`src/rtl/oqpsk_tx_scheduler_pkg.sv`:
```
// Shared typedefs for the OQPSK transmit path: component FSM states and scheduler states.
package oqpsk_tx_scheduler_pkg;

    typedef enum logic [1:0] {
        TX_IDLE   = 2'd0,
        TX_SYMBOL = 2'd1,
        TX_DONE   = 2'd2
    } transmission_state_t;

    typedef enum logic [2:0] {
        SCH_IDLE     = 3'd0,
        SCH_PRIME    = 3'd1,
        SCH_START    = 3'd2,
        SCH_RUN      = 3'd3,
        SCH_WAIT_EOT = 3'd4
    } sched_state_t;

endpackage

```
`src/rtl/oqpsk_dual_read_buffer.sv`:
```
// Circular word buffer with one writer and two independent readers (I and Q paths).
// Latency: head visible the cycle after push; backpressure via full (lagging reader at DEPTH).
module oqpsk_dual_read_buffer #(
    parameter int DW    = 17,
    parameter int DEPTH = 2,
    localparam int CW   = $clog2(DEPTH + 1),
    localparam int PW   = (DEPTH > 1) ? $clog2(DEPTH) : 1
) (
    input  logic          aclk,
    input  logic          areset,
    input  logic          push,
    input  logic [DW-1:0] push_dat,
    input  logic          pop_i,
    input  logic          pop_q,
    output logic [DW-1:0] head_i,
    output logic [DW-1:0] head_q,
    output logic [CW-1:0] occ_i,
    output logic [CW-1:0] occ_q,
    output logic          full
);

    logic [DW-1:0] mem [DEPTH];
    logic [PW-1:0] wr_ptr;
    logic [PW-1:0] rd_ptr_i;
    logic [PW-1:0] rd_ptr_q;

    function automatic logic [PW-1:0] wrap_inc(input logic [PW-1:0] p);
        return (p == PW'(DEPTH - 1)) ? '0 : p + 1'b1;
    endfunction

    always_ff @(posedge aclk) begin
        if (push) begin
            mem[wr_ptr] <= push_dat;
        end
    end

    // Each reader keeps its own occupancy; a slot is reusable only once the slower reader has passed it.
    always_ff @(posedge aclk or posedge areset) begin
        if (areset) begin
            wr_ptr   <= '0;
            rd_ptr_i <= '0;
            rd_ptr_q <= '0;
            occ_i    <= '0;
            occ_q    <= '0;
        end else begin
            if (push)  wr_ptr   <= wrap_inc(wr_ptr);
            if (pop_i) rd_ptr_i <= wrap_inc(rd_ptr_i);
            if (pop_q) rd_ptr_q <= wrap_inc(rd_ptr_q);
            occ_i <= occ_i + CW'(push) - CW'(pop_i);
            occ_q <= occ_q + CW'(push) - CW'(pop_q);
        end
    end

    assign head_i = mem[rd_ptr_i];
    assign head_q = mem[rd_ptr_q];
    assign full   = (occ_i == CW'(DEPTH)) || (occ_q == CW'(DEPTH));

endmodule

```
`src/rtl/oqpsk_tx_scheduler.sv`:
```
// Splits AXIS words into I/Q bit packets and hands them to the two component FSMs on request.
// Packets update one cycle after a request; tready drops when the lagging path has the buffer full.
module oqpsk_tx_scheduler
    import oqpsk_tx_scheduler_pkg::*;
#(
    parameter int SAMPLES_PER_SYMBOL     = 4,
    parameter int C_S00_AXIS_TDATA_WIDTH = 16,
    parameter int BURST_SIZE             = 2,
    localparam int W  = C_S00_AXIS_TDATA_WIDTH,
    localparam int H  = W / 2,
    localparam int CW = $clog2(BURST_SIZE + 1)
) (
    input  logic         aclk,
    input  logic         areset,
    input  logic [W-1:0] s00_axis_tdata,
    input  logic         s00_axis_tvalid,
    output logic         s00_axis_tready,
    input  logic         s00_axis_tlast,
    input  logic         inphase_receive_data,
    input  logic         quadrature_receive_data,
    input  logic         end_of_transmission,
    output logic         start_fsms,
    output logic [H-1:0] inphase_packet,
    output logic [H-1:0] quadrature_packet,
    output logic         last_inphase_packet,
    output logic         last_quadrature_packet,
    output logic         busy,
    output logic         underrun
);

    if (SAMPLES_PER_SYMBOL < 1) begin : g_bad_sps
        $error("SAMPLES_PER_SYMBOL must be >= 1");
    end
    if (W < 4 || (W % 2) != 0) begin : g_bad_width
        $error("C_S00_AXIS_TDATA_WIDTH must be even and >= 4");
    end
    if (BURST_SIZE < 1) begin : g_bad_burst
        $error("BURST_SIZE must be >= 1");
    end

    sched_state_t  state;
    logic          tlast_accepted;
    logic          push;
    logic          pop_i;
    logic          pop_q;
    logic [W:0]    head_i;
    logic [W:0]    head_q;
    logic [CW-1:0] occ_i;
    logic [CW-1:0] occ_q;
    logic          full;

    function automatic logic [H-1:0] even_bits(input logic [W-1:0] d);
        logic [H-1:0] r;
        for (int k = 0; k < H; k++) r[k] = d[2*k];
        return r;
    endfunction

    function automatic logic [H-1:0] odd_bits(input logic [W-1:0] d);
        logic [H-1:0] r;
        for (int k = 0; k < H; k++) r[k] = d[2*k+1];
        return r;
    endfunction

    assign s00_axis_tready = !full && !tlast_accepted &&
                             ((state == SCH_PRIME) || (state == SCH_RUN));
    assign push  = s00_axis_tvalid && s00_axis_tready;
    assign busy  = (state != SCH_IDLE);
    // Requests after the path's final packet are dropped without touching the buffer.
    assign pop_i = (state == SCH_START) ||
                   ((state == SCH_RUN) && inphase_receive_data && !last_inphase_packet && (occ_i != '0));
    assign pop_q = (state == SCH_START) ||
                   ((state == SCH_RUN) && quadrature_receive_data && !last_quadrature_packet && (occ_q != '0));

    oqpsk_dual_read_buffer #(
        .DW    (W + 1),
        .DEPTH (BURST_SIZE)
    ) u_buf (
        .aclk     (aclk),
        .areset   (areset),
        .push     (push),
        .push_dat ({s00_axis_tlast, s00_axis_tdata}),
        .pop_i    (pop_i),
        .pop_q    (pop_q),
        .head_i   (head_i),
        .head_q   (head_q),
        .occ_i    (occ_i),
        .occ_q    (occ_q),
        .full     (full)
    );

    always_ff @(posedge aclk or posedge areset) begin
        if (areset) begin
            state                  <= SCH_IDLE;
            tlast_accepted         <= 1'b0;
            underrun               <= 1'b0;
            start_fsms             <= 1'b0;
            inphase_packet         <= '0;
            quadrature_packet      <= '0;
            last_inphase_packet    <= 1'b0;
            last_quadrature_packet <= 1'b0;
        end else begin
            start_fsms <= 1'b0;
            if (push && s00_axis_tlast) tlast_accepted <= 1'b1;
            case (state)
                SCH_IDLE: begin
                    if (s00_axis_tvalid) begin
                        state          <= SCH_PRIME;
                        tlast_accepted <= 1'b0;
                        underrun       <= 1'b0;
                    end
                end
                SCH_PRIME: begin
                    if ((occ_i == CW'(BURST_SIZE)) || tlast_accepted) state <= SCH_START;
                end
                SCH_START: begin
                    start_fsms             <= 1'b1;
                    inphase_packet         <= even_bits(head_i[W-1:0]);
                    quadrature_packet      <= odd_bits(head_q[W-1:0]);
                    last_inphase_packet    <= head_i[W];
                    last_quadrature_packet <= head_q[W];
                    state                  <= SCH_RUN;
                end
                SCH_RUN: begin
                    if (pop_i) begin
                        inphase_packet      <= even_bits(head_i[W-1:0]);
                        last_inphase_packet <= head_i[W];
                    end else if (inphase_receive_data && !last_inphase_packet) begin
                        underrun <= 1'b1;
                    end
                    if (pop_q) begin
                        quadrature_packet      <= odd_bits(head_q[W-1:0]);
                        last_quadrature_packet <= head_q[W];
                    end else if (quadrature_receive_data && !last_quadrature_packet) begin
                        underrun <= 1'b1;
                    end
                    if (last_inphase_packet && last_quadrature_packet) state <= SCH_WAIT_EOT;
                end
                SCH_WAIT_EOT: begin
                    if (end_of_transmission) state <= SCH_IDLE;
                end
                default: state <= SCH_IDLE;
            endcase
        end
    end

endmodule

```
`config.mk`:
```
export PLATFORM = sky130hd
export DESIGN_NAME = oqpsk_tx_scheduler
export DESIGN_NICKNAME = d
export VERILOG_FILES = /design/src/rtl/oqpsk_tx_scheduler_pkg.sv /design/src/rtl/oqpsk_dual_read_buffer.sv /design/src/rtl/oqpsk_tx_scheduler.sv
export SDC_FILE = /design/constraint.sdc
export NUM_CORES = 1
export LEC_CHECK = 0
export BUFFER_PORTS_ARGS = -buffer_cell sky130_fd_sc_hd__buf_2
export CORE_ASPECT_RATIO = 0.6
export CORE_MARGIN = 3
export CORE_UTILIZATION = 30
export CTS_CLUSTER_DIAMETER = 60
export DETAILED_ROUTE_END_ITERATION = 8
export MAX_ROUTING_LAYER = met4
export SYNTH_ARGS = -nofsm -noshare
export SYNTH_HDL_FRONTEND = slang
export SYNTH_HIERARCHICAL = 1
export SYNTH_SLANG_ARGS = --single-unit
```
`constraint.sdc`:
```
create_clock -name aclk -period 3 [get_ports aclk]
set_clock_uncertainty 0.2 [all_clocks]
set_input_delay 0.45 -clock aclk [delete_from_list [all_inputs] [get_ports aclk]]
set_output_delay 0.45 -clock aclk [all_outputs]
set_load 0.02 [all_outputs]
```
==> impl_metrics.tcl, run 1 <==
set metrics [dict create \
    status "completed" \
    min-delay-path-class "in2reg" \
    cts_setup_buffers 0 \
    clk_latency_ps 330 \
    setup_viol_count_final 0 \
    gr-usage-met2_pct 19.8 \
    die_h_um 85.7 \
    finalHoldViolations 0 \
    power.leakage_nw 1.46 \
    drt_wl_total_mm 7.52 \
    synth_fp_nets 272 \
    grt_setup_unrepaired "false" \
    fmax_ghz 0.398 \
    first_global_vias 2206 \
    finalSetupTns_ps 0 \
    numCtsBuffers 9 \
    critPathMaxFanout 12 \
    grt_util_met1_pct 18.8 \
    drv_slew 0 \
    core_um2 10100 \
    area_growth_pct 18.3 \
    grt_use_met3_pct 4.51 \
    crit_type "reg2reg" \
    netSwitchingFraction_pct 38.7 \
    cts_root_buf "clkbuf_16" \
    overflow 0 \
    clk_path_buf_depth 2 \
    crit_required_ps 3060 \
    tightest_slew_ps 1020 \
    insertedDiodeCount 0 \
    fillCellCount 988 \
    drc 0 \
    vias 2176 \
    h-tree-depth 3 \
    clkTransAtPathRegs_ps 50 \
    port_buffers 44 \
    p_total_w 0.00446 \
    slew_headroom_pct 32.1 \
    max-vdd-ir-drop_mv 0.400 \
    period_share_pct 83.7 \
    antenna_found_initial 0 \
    max_cap_violations 0 \
    power_density_nw_per_um2 1190 \
    start_util_pct 31.5 \
    top_usage_layer "met2" \
    drive_above_1_share_pct 32.9 \
    fin_crit_ps 2510 \
    syn_inst 245 \
    netlist_area_um2 3180 \
    fp.dieW_um 139 \
    p_switching_w 0.00173 \
    dp_hpwl_mm 5.21 \
    gp_congestion 0.765 \
    grt_max_degree 44 \
    die-area_um2 11900 \
    avgSynthCellArea_um2 13.0 \
    wl_per_cell_um 17.7 \
    worst_ep_arrival_time_ps 2570 \
    seqPwrFrac_pct 33.6 \
    drt_pass1_iterations 4 \
    grtUsageTotal_pct 13.9 \
    vias_per_cell 5.13 \
    endpoint_kind "flop" \
    num_rows 28 \
    ys_warn_count 6 \
    cts_resized 0 \
    clock_power_share_pct 24.3 \
    grt_first_pass_wirelength_mm 12.3 \
    critPathLaunchType "flop" \
    intPower_w 0.00274 \
    cts_tree "built" \
    p_comb_share_pct 42.1 \
    cts.sinks 65 \
    ioPinCount 45 \
    antenna_left 0 \
    dr.first_iter.drc_count 101 \
    nets 311 \
]
-- critical path: stages, from the launching register on --
cell     delay [ps]
dfrtp_1         490
nor2b_1         750
and2_1          280
ha_1            250
inv_1            60
ha_1            150
xnor2_1         130
xnor2_1         130
-- area by class of cell --
type | count | area (um2) | share of cell area [%]
Clock buffer | 13 | 240 | 6.39
Clock inverter | 3 | 65.1 | 1.73
Inverter | 8 | 30.0 | 0.799
Multi-Input combinational cell | 149 | 1180 | 31.5
Sequential cell | 65 | 1800 | 47.8
Tap cell | 135 | 169 | 4.49
Timing Repair Buffer | 51 | 275 | 7.32
-- per-layer routing --
layer / part of all wire (%) / wire length (um) / up-vias
met2: 44 / 3300 / 80
li1: - / - / 1016
met5: 0 / 0 / -
met4: 0.92 / 69 / 0
met1: 48 / 3580 / 1072
met3: 7.6 / 571 / 8
-- state kept, by name (all words and copies together), names as in the netlist, 2 cells and up --
signal / cells
inphase_packet: 8
state: 3
u_buf/mem: 34
quadrature_packet: 8
u_buf/occ_i: 2
u_buf/occ_q: 2
-- metrics by stage --
stage / area [um2] / util (%) / hold WS, ps / std cells / setup slack (ps)
3_5_place_dp: 3440 / 34.1 / 220 / 407 / 602
2_1_floorplan: 3180 / - / 53.4 / 245 / 49.8
6_report: 3760 / 37.3 / 109 / 424 / 489
5_1_grt: 3760 / 37.3 / 102 / 424 / 372
3_3_place_gp: 3440 / 34.1 / 215 / 407 / 666
4_1_cts: 3760 / 37.3 / 93.9 / 424 / 580
-- timing repair --
action	4_1_cts	5_1_grt
setup endpoints to repair	0	0
endpoints found under the hold margin	7	0
hold buffers	1	0
-- placed cells by master (no fill, tap or decap), types with 2 or more instances in the layout --
master	count
o31a_1	3
o21ai_0	2
clkbuf_1	4
nand4_1	16
dfrtp_1	31
xnor2_1	4
nor4bb_1	6
nand2b_1	3
o211ai_1	16
bufinv_16	2
buf_4	6
ha_1	4
edfxtp_1	34
and2_1	5
clkbuf_16	9
mux2_2	11
a31o_1	2
buf_2	44
nand3_1	16
nor2_2	2
a21oi_1	17
inv_1	8
mux2_4	7
and4bb_2	10
nor2b_1	5
xor2_1	3
-- power groups by stage --
stage | Sequential [W] | Clock [W] | Combinational [W]
after floorplan | 0.00157 | 0 | 0.00140
after global placement | 0.00151 | 0 | 0.00184
after detailed placement | 0.00152 | 0 | 0.00186
after CTS | 0.00151 | 0.00112 | 0.00187
after global routing | 0.00155 | 0.00116 | 0.00206
final | 0.00150 | 0.00109 | 0.00188
-- worst paths after layout --
kind | end | start | depth (start not counted) | slack, ps
min | u_buf/mem[0][9] | s00_axis_tdata[9] | 1 | 110
max in group asynchronous | inphase_packet[1] | areset | 3 | 1260
min reg2reg | underrun | underrun | 1 | 280
max | u_buf/occ_q[1] | state[2] | 7 | 490
min in group asynchronous | u_buf/rd_ptr_q | areset | 3 | 410
max reg2reg | u_buf/occ_q[1] | state[2] | 7 | 490
No activity file was read; power rests on OpenSTA's default activity.
==> run 2: changes to the inputs <==
==> constraint.sdc (replaced) <==
create_clock -name aclk -period 2.4 [get_ports aclk]
set_clock_uncertainty 0.2 [all_clocks]
set_input_delay 0.36 -clock aclk [delete_from_list [all_inputs] [get_ports aclk]]
set_output_delay 0.36 -clock aclk [all_outputs]
set_load 0.02 [all_outputs]
==> impl_metrics.tcl, run 2 (synthesis results as in run 1) <==
set metrics [dict create \
    gp_congestion 0.842 \
    power.leakage_nw 1.52 \
    cts_hold_buf 2 \
    cts_resized 0 \
    max-vdd-ir-drop_mv 0.517 \
    first_global_vias 2197 \
    grtUsageTotal_pct 14.2 \
    worst_ep_arrival_time_ps 1980 \
    core_um2 10100 \
    grt_first_pass_wirelength_mm 12.2 \
    crit_type "reg2reg" \
    port_buffers 44 \
    numCtsBuffers 9 \
    antenna_found_initial 0 \
    grt_setup_unrepaired "false" \
    drt_wl_total_mm 7.81 \
    max_cap_violations 0 \
    antenna_left 0 \
    cts_setup_buffers 0 \
    dr.first_iter.drc_count 123 \
    clkTransAtPathRegs_ps 60 \
    grt_max_degree 37 \
    slew_headroom_pct 52.8 \
    layout_commonest_cell "buf_2" \
    clk_latency_ps 340 \
    cts.sinks 65 \
    area_growth_pct 22.1 \
    pre_cts_slack_ps 286 \
    nets 324 \
    seqCellArea_um2 1800 \
    tightest_slew_ps 706 \
    ioPinCount 45 \
    die_h_um 85.7 \
    h-tree-depth 3 \
    hold_ws_ps 15.8 \
    largest-register "u_buf/mem" \
    multiInputGateArea_um2 1190 \
    crit_required_ps 2250 \
    vias 2196 \
    fin_cells 437 \
    setup_viol_count_final 0 \
    drt_pass1_iterations 4 \
    setup_slack_ps 267 \
    fp.dieW_um 139 \
    min-delay-path-class "in2reg" \
    die-area_um2 11900 \
    cts_root_buf "clkbuf_16" \
    gr-usage-met2_pct 18.3 \
    startpoint "u_buf/occ_i[0]" \
    largest_reg_flops 34 \
    finalSetupTns_ps 0 \
    power_density_nw_per_um2 1470 \
    overflow 0 \
    status "completed" \
    clk_path_buf_depth 2 \
    grt_util_met1_pct 20.1 \
    grt_use_met3_pct 6.13 \
    finalHoldViolations 0 \
    dp_cells 419 \
    mostFrequentLayoutCells "44 x buf_2, 34 x edfxtp_1, 31 x dfrtp_1" \
    critPathLaunchType "flop" \
    drive_above_1_share_pct 36.8 \
    fmax_ghz 0.469 \
    drv_slew 0 \
    fillCellCount 994 \
    cts_tree "built" \
    drc 0 \
    hold_start "s00_axis_tdata[4]" \
    dp_hpwl_mm 5.50 \
    insertedDiodeCount 0 \
    period_share_pct 88.9 \
    top_regs "u_buf/mem (34), inphase_packet (8), quadrature_packet (8)" \
    fin_crit_ps 2130 \
    top_usage_layer "met1" \
    num_rows 28 \
    r2r-start "u_buf/occ_i[0]" \
    start_util_pct 31.5 \
    critPathMaxFanout 12 \
    endpoint_kind "flop" \
    vias_per_cell 5.03 \
    wl_per_cell_um 17.9 \
]
run 2: changes by cell type in the layout (fill, tap and decap cells not counted), sizes merged:
cell	delta
dlygate4sd3	+1
bufinv	-1
buf	+12
clkinvlp	+2
clkbuf	-1
run 2: through the flow:
step	total power, W	utilization (%)	area, um2
2_1_floorplan	0.00373	-	3190
3_3_place_gp	0.00438	35.3	3560
3_5_place_dp	0.00442	35.3	3560
4_1_cts	0.00575	38.4	3880
5_1_grt	0.00611	38.4	3880
6_report	0.00571	38.4	3880
run 2: report_power, final:
part	switching, W	leakage, nW	internal (W)	total, W
Combinational	0.00142	0.713	0.00109	0.00251
Clock	0.000472	0.139	0.000834	0.00131
Sequential	0.000345	0.670	0.00154	0.00189
Total	0.00224	1.52	0.00347	0.00571
run 2: path summary, 6_finish.rpt:
kind | to | slack [ps] | cells past startpoint
max in group asynchronous | quadrature_packet[1] | 1290 | 4
worst min-delay path | u_buf/mem[0][4] | 20 | 1
worst max-delay path | u_buf/mem[0][9] | 270 | 6
min in group asynchronous | u_buf/wr_ptr | 320 | 3
worst min register to register | underrun | 310 | 1
worst max register to register | u_buf/mem[0][9] | 270 | 6
run 2: layout make-up:
type	instances	share of cell area, %
tap	135	4.35
clock buffer	12	6.35
inverter	8	0.774
sequential	65	46.3
clock inverter	4	1.39
multi-input combinational	149	30.8
timing repair buffer	64	10.0
run 2: layer usage:
metal	up-vias	part of all wire [%]
met3	9	8.8
met1	1064	50
met2	74	40
met5	-	0
met4	0	1.1
li1	1049	-
run 2: critical path, stage by stage, from the launching register on:
cell	delay, ps
dfrtp_1	400
inv_1	80
a22o_1	220
nor3b_2	200
and2_1	260
nor2b_4	290
buf_12	190
==> run 3: changes to the inputs <==
--- a/config.mk
+++ b/config.mk
@@ -5,7 +5,7 @@
 export SDC_FILE = /design/constraint.sdc
 export NUM_CORES = 1
 export LEC_CHECK = 0
-export BUFFER_PORTS_ARGS = -buffer_cell sky130_fd_sc_hd__buf_2
+export BUFFER_PORTS_ARGS = -buffer_cell sky130_fd_sc_hd__buf_4
 export CORE_ASPECT_RATIO = 0.6
 export CORE_MARGIN = 3
 export CORE_UTILIZATION = 30
==> impl_metrics.tcl, run 3 (synthesis results as in run 1) <==
set metrics [dict create \
    r2r_end "u_buf/mem[0][15]" \
    cts_tree "built" \
    crit_chain "inv_1 -> a22o_1 -> nor3b_2 -> and2_1 -> nor2b_4 -> buf_12" \
    num_rows 28 \
    grtUsageTotal_pct 14.2 \
    slowest_stage "dfrtp_1" \
    max-vdd-ir-drop_mv 0.415 \
    vias 2206 \
    ioPinCount 45 \
    reg2reg_slack_ps 250 \
    area_growth_pct 25.5 \
    vias_per_cell 5.04 \
    cts_root_buf "clkbuf_16" \
    start_util_pct 31.5 \
    numCtsBuffers 9 \
    largest-register "u_buf/mem" \
    die_h_um 85.7 \
    h-tree-depth 3 \
    mostFrequentLayoutCells "60 x buf_4, 34 x edfxtp_1, 31 x dfrtp_1" \
    top_regs "u_buf/mem (34), inphase_packet (8), quadrature_packet (8)" \
    clk_latency_ps 330 \
    post-route-util_pct 39.5 \
    nets 325 \
    critPathMaxFanout 12 \
    reg2regPathDepth 6 \
    status "completed" \
    drive_above_1_share_pct 35.6 \
    finalSetupTns_ps 0 \
    hold_path_end "u_buf/mem[1][1]" \
    die-area_um2 11900 \
    port_buffers 44 \
    min-delay-path-class "in2reg" \
    first_global_vias 2312 \
    drv_slew 0 \
    cts_resized 0 \
    cts.sinks 65 \
    critPathLaunchType "flop" \
    fp.dieW_um 139 \
    grt_max_degree 26 \
    fin_crit_ps 2150 \
    endpoint_kind "flop" \
    fillCellCount 972 \
    largest_reg_flops 34 \
    cpPeakStageDelay_ps 380 \
    overflow 0 \
    tightest_slew_ps 648 \
    grt_first_pass_wirelength_mm 12.6 \
    design_area_um2 3990 \
    clkTransAtPathRegs_ps 50 \
    power_density_nw_per_um2 1450 \
    antenna_left 0 \
    crit_type "reg2reg" \
    grt_setup_unrepaired "false" \
    dpl_cell_area_um2 3660 \
    max_cap_violations 0 \
    core_um2 10100 \
    hold_start "s00_axis_tdata[1]" \
    fmax_ghz 0.465 \
    period_share_pct 89.6 \
    gp_congestion 0.848 \
    slew_headroom_pct 56.7 \
    antenna_found_initial 0 \
    worst_ep_arrival_time_ps 1990 \
    dr.first_iter.drc_count 189 \
    insertedDiodeCount 0 \
    drt_pass1_iterations 4 \
    dp_hpwl_mm 5.52 \
    whs_path_depth 1 \
    drt_wl_total_mm 7.74 \
    layout_commonest_cell "buf_4" \
    wl_per_cell_um 17.7 \
    finalHoldViolations 0 \
    setup_viol_count_final 0 \
    power.leakage_nw 1.55 \
    clk_path_buf_depth 2 \
    drc 0 \
    crit_required_ps 2240 \
    r2r-start "u_buf/occ_q[0]" \
]
run 3: changes by cell type in the layout (fill, tap and decap cells not counted):
cell,change
buf_2,-44
clkinv_4,-1
dlygate4sd3_1,+2
clkbuf_8,-1
clkbuf_1,+2
buf_4,+43
run 3: area by class of cell:
class                      count  area [um2]  area share, %
sequential                    65        1800           45.1
clock buffer                  13         240           6.03
clock inverter                 3        45.0           1.13
multi-input combinational    149        1190           30.0
timing repair buffer          65         510           12.8
tap                          135         169           4.24
inverter                       8        30.0          0.753
run 3: worst max-delay path by stage:
stage | slack, ps | startpoint | depth (start not counted) | to
after floorplan | 40 | u_buf/occ_q[0] | 5 | u_buf/mem[1][0]
after global placement | 330 | u_buf/occ_q[0] | 6 | u_buf/mem[0][9]
after detailed placement | 250 | u_buf/occ_q[0] | 6 | u_buf/mem[0][15]
after CTS | 240 | u_buf/occ_q[0] | 6 | u_buf/mem[0][13]
after global routing | 150 | state[0] | 8 | u_buf/occ_i[1]
final | 250 | u_buf/occ_q[0] | 6 | u_buf/mem[0][15]
run 3: what timing repair did:
item                      4_1_cts  5_1_grt
buffers inserted                0        0
hold buffers                    4        0
hold endpoints to repair       37        0
run 3: worst max-delay path: cells and delay by family (launching register included):
kind / cells / cell delay [ps]
buffers and inverters: 2 / 260
AOI/OAI and AO/OA: 1 / 250
DFF: 1 / 380
and+or+nand+nor: 3 / 770
run 3: through the flow:
step                total power [W]  instances  setup slack [ps]  hold slack (ps)
global placement            0.00448        418               327              133
CTS                         0.00584        438               239            0.621
floorplan                   0.00373        245              35.9            -36.6
global route                0.00619        438               149             3.18
finish                      0.00577        438               249             15.1
detailed placement          0.00454        418               249              130
run 3: layer usage:
layer  vias up  track usage [%]  share of wire [%]
met1      1089             20.7                 51
li1       1043                -                  -
met4         0             4.44                1.1
met2        61             17.8                 41
met3        13             5.29                7.1
met5         -                -                  0
run 3: where the power goes:
part           internal, W  switching [W]  leakage, nW
combinational      0.00120        0.00143        0.753
clock             0.000804       0.000449        0.130
sequential         0.00154       0.000341        0.670
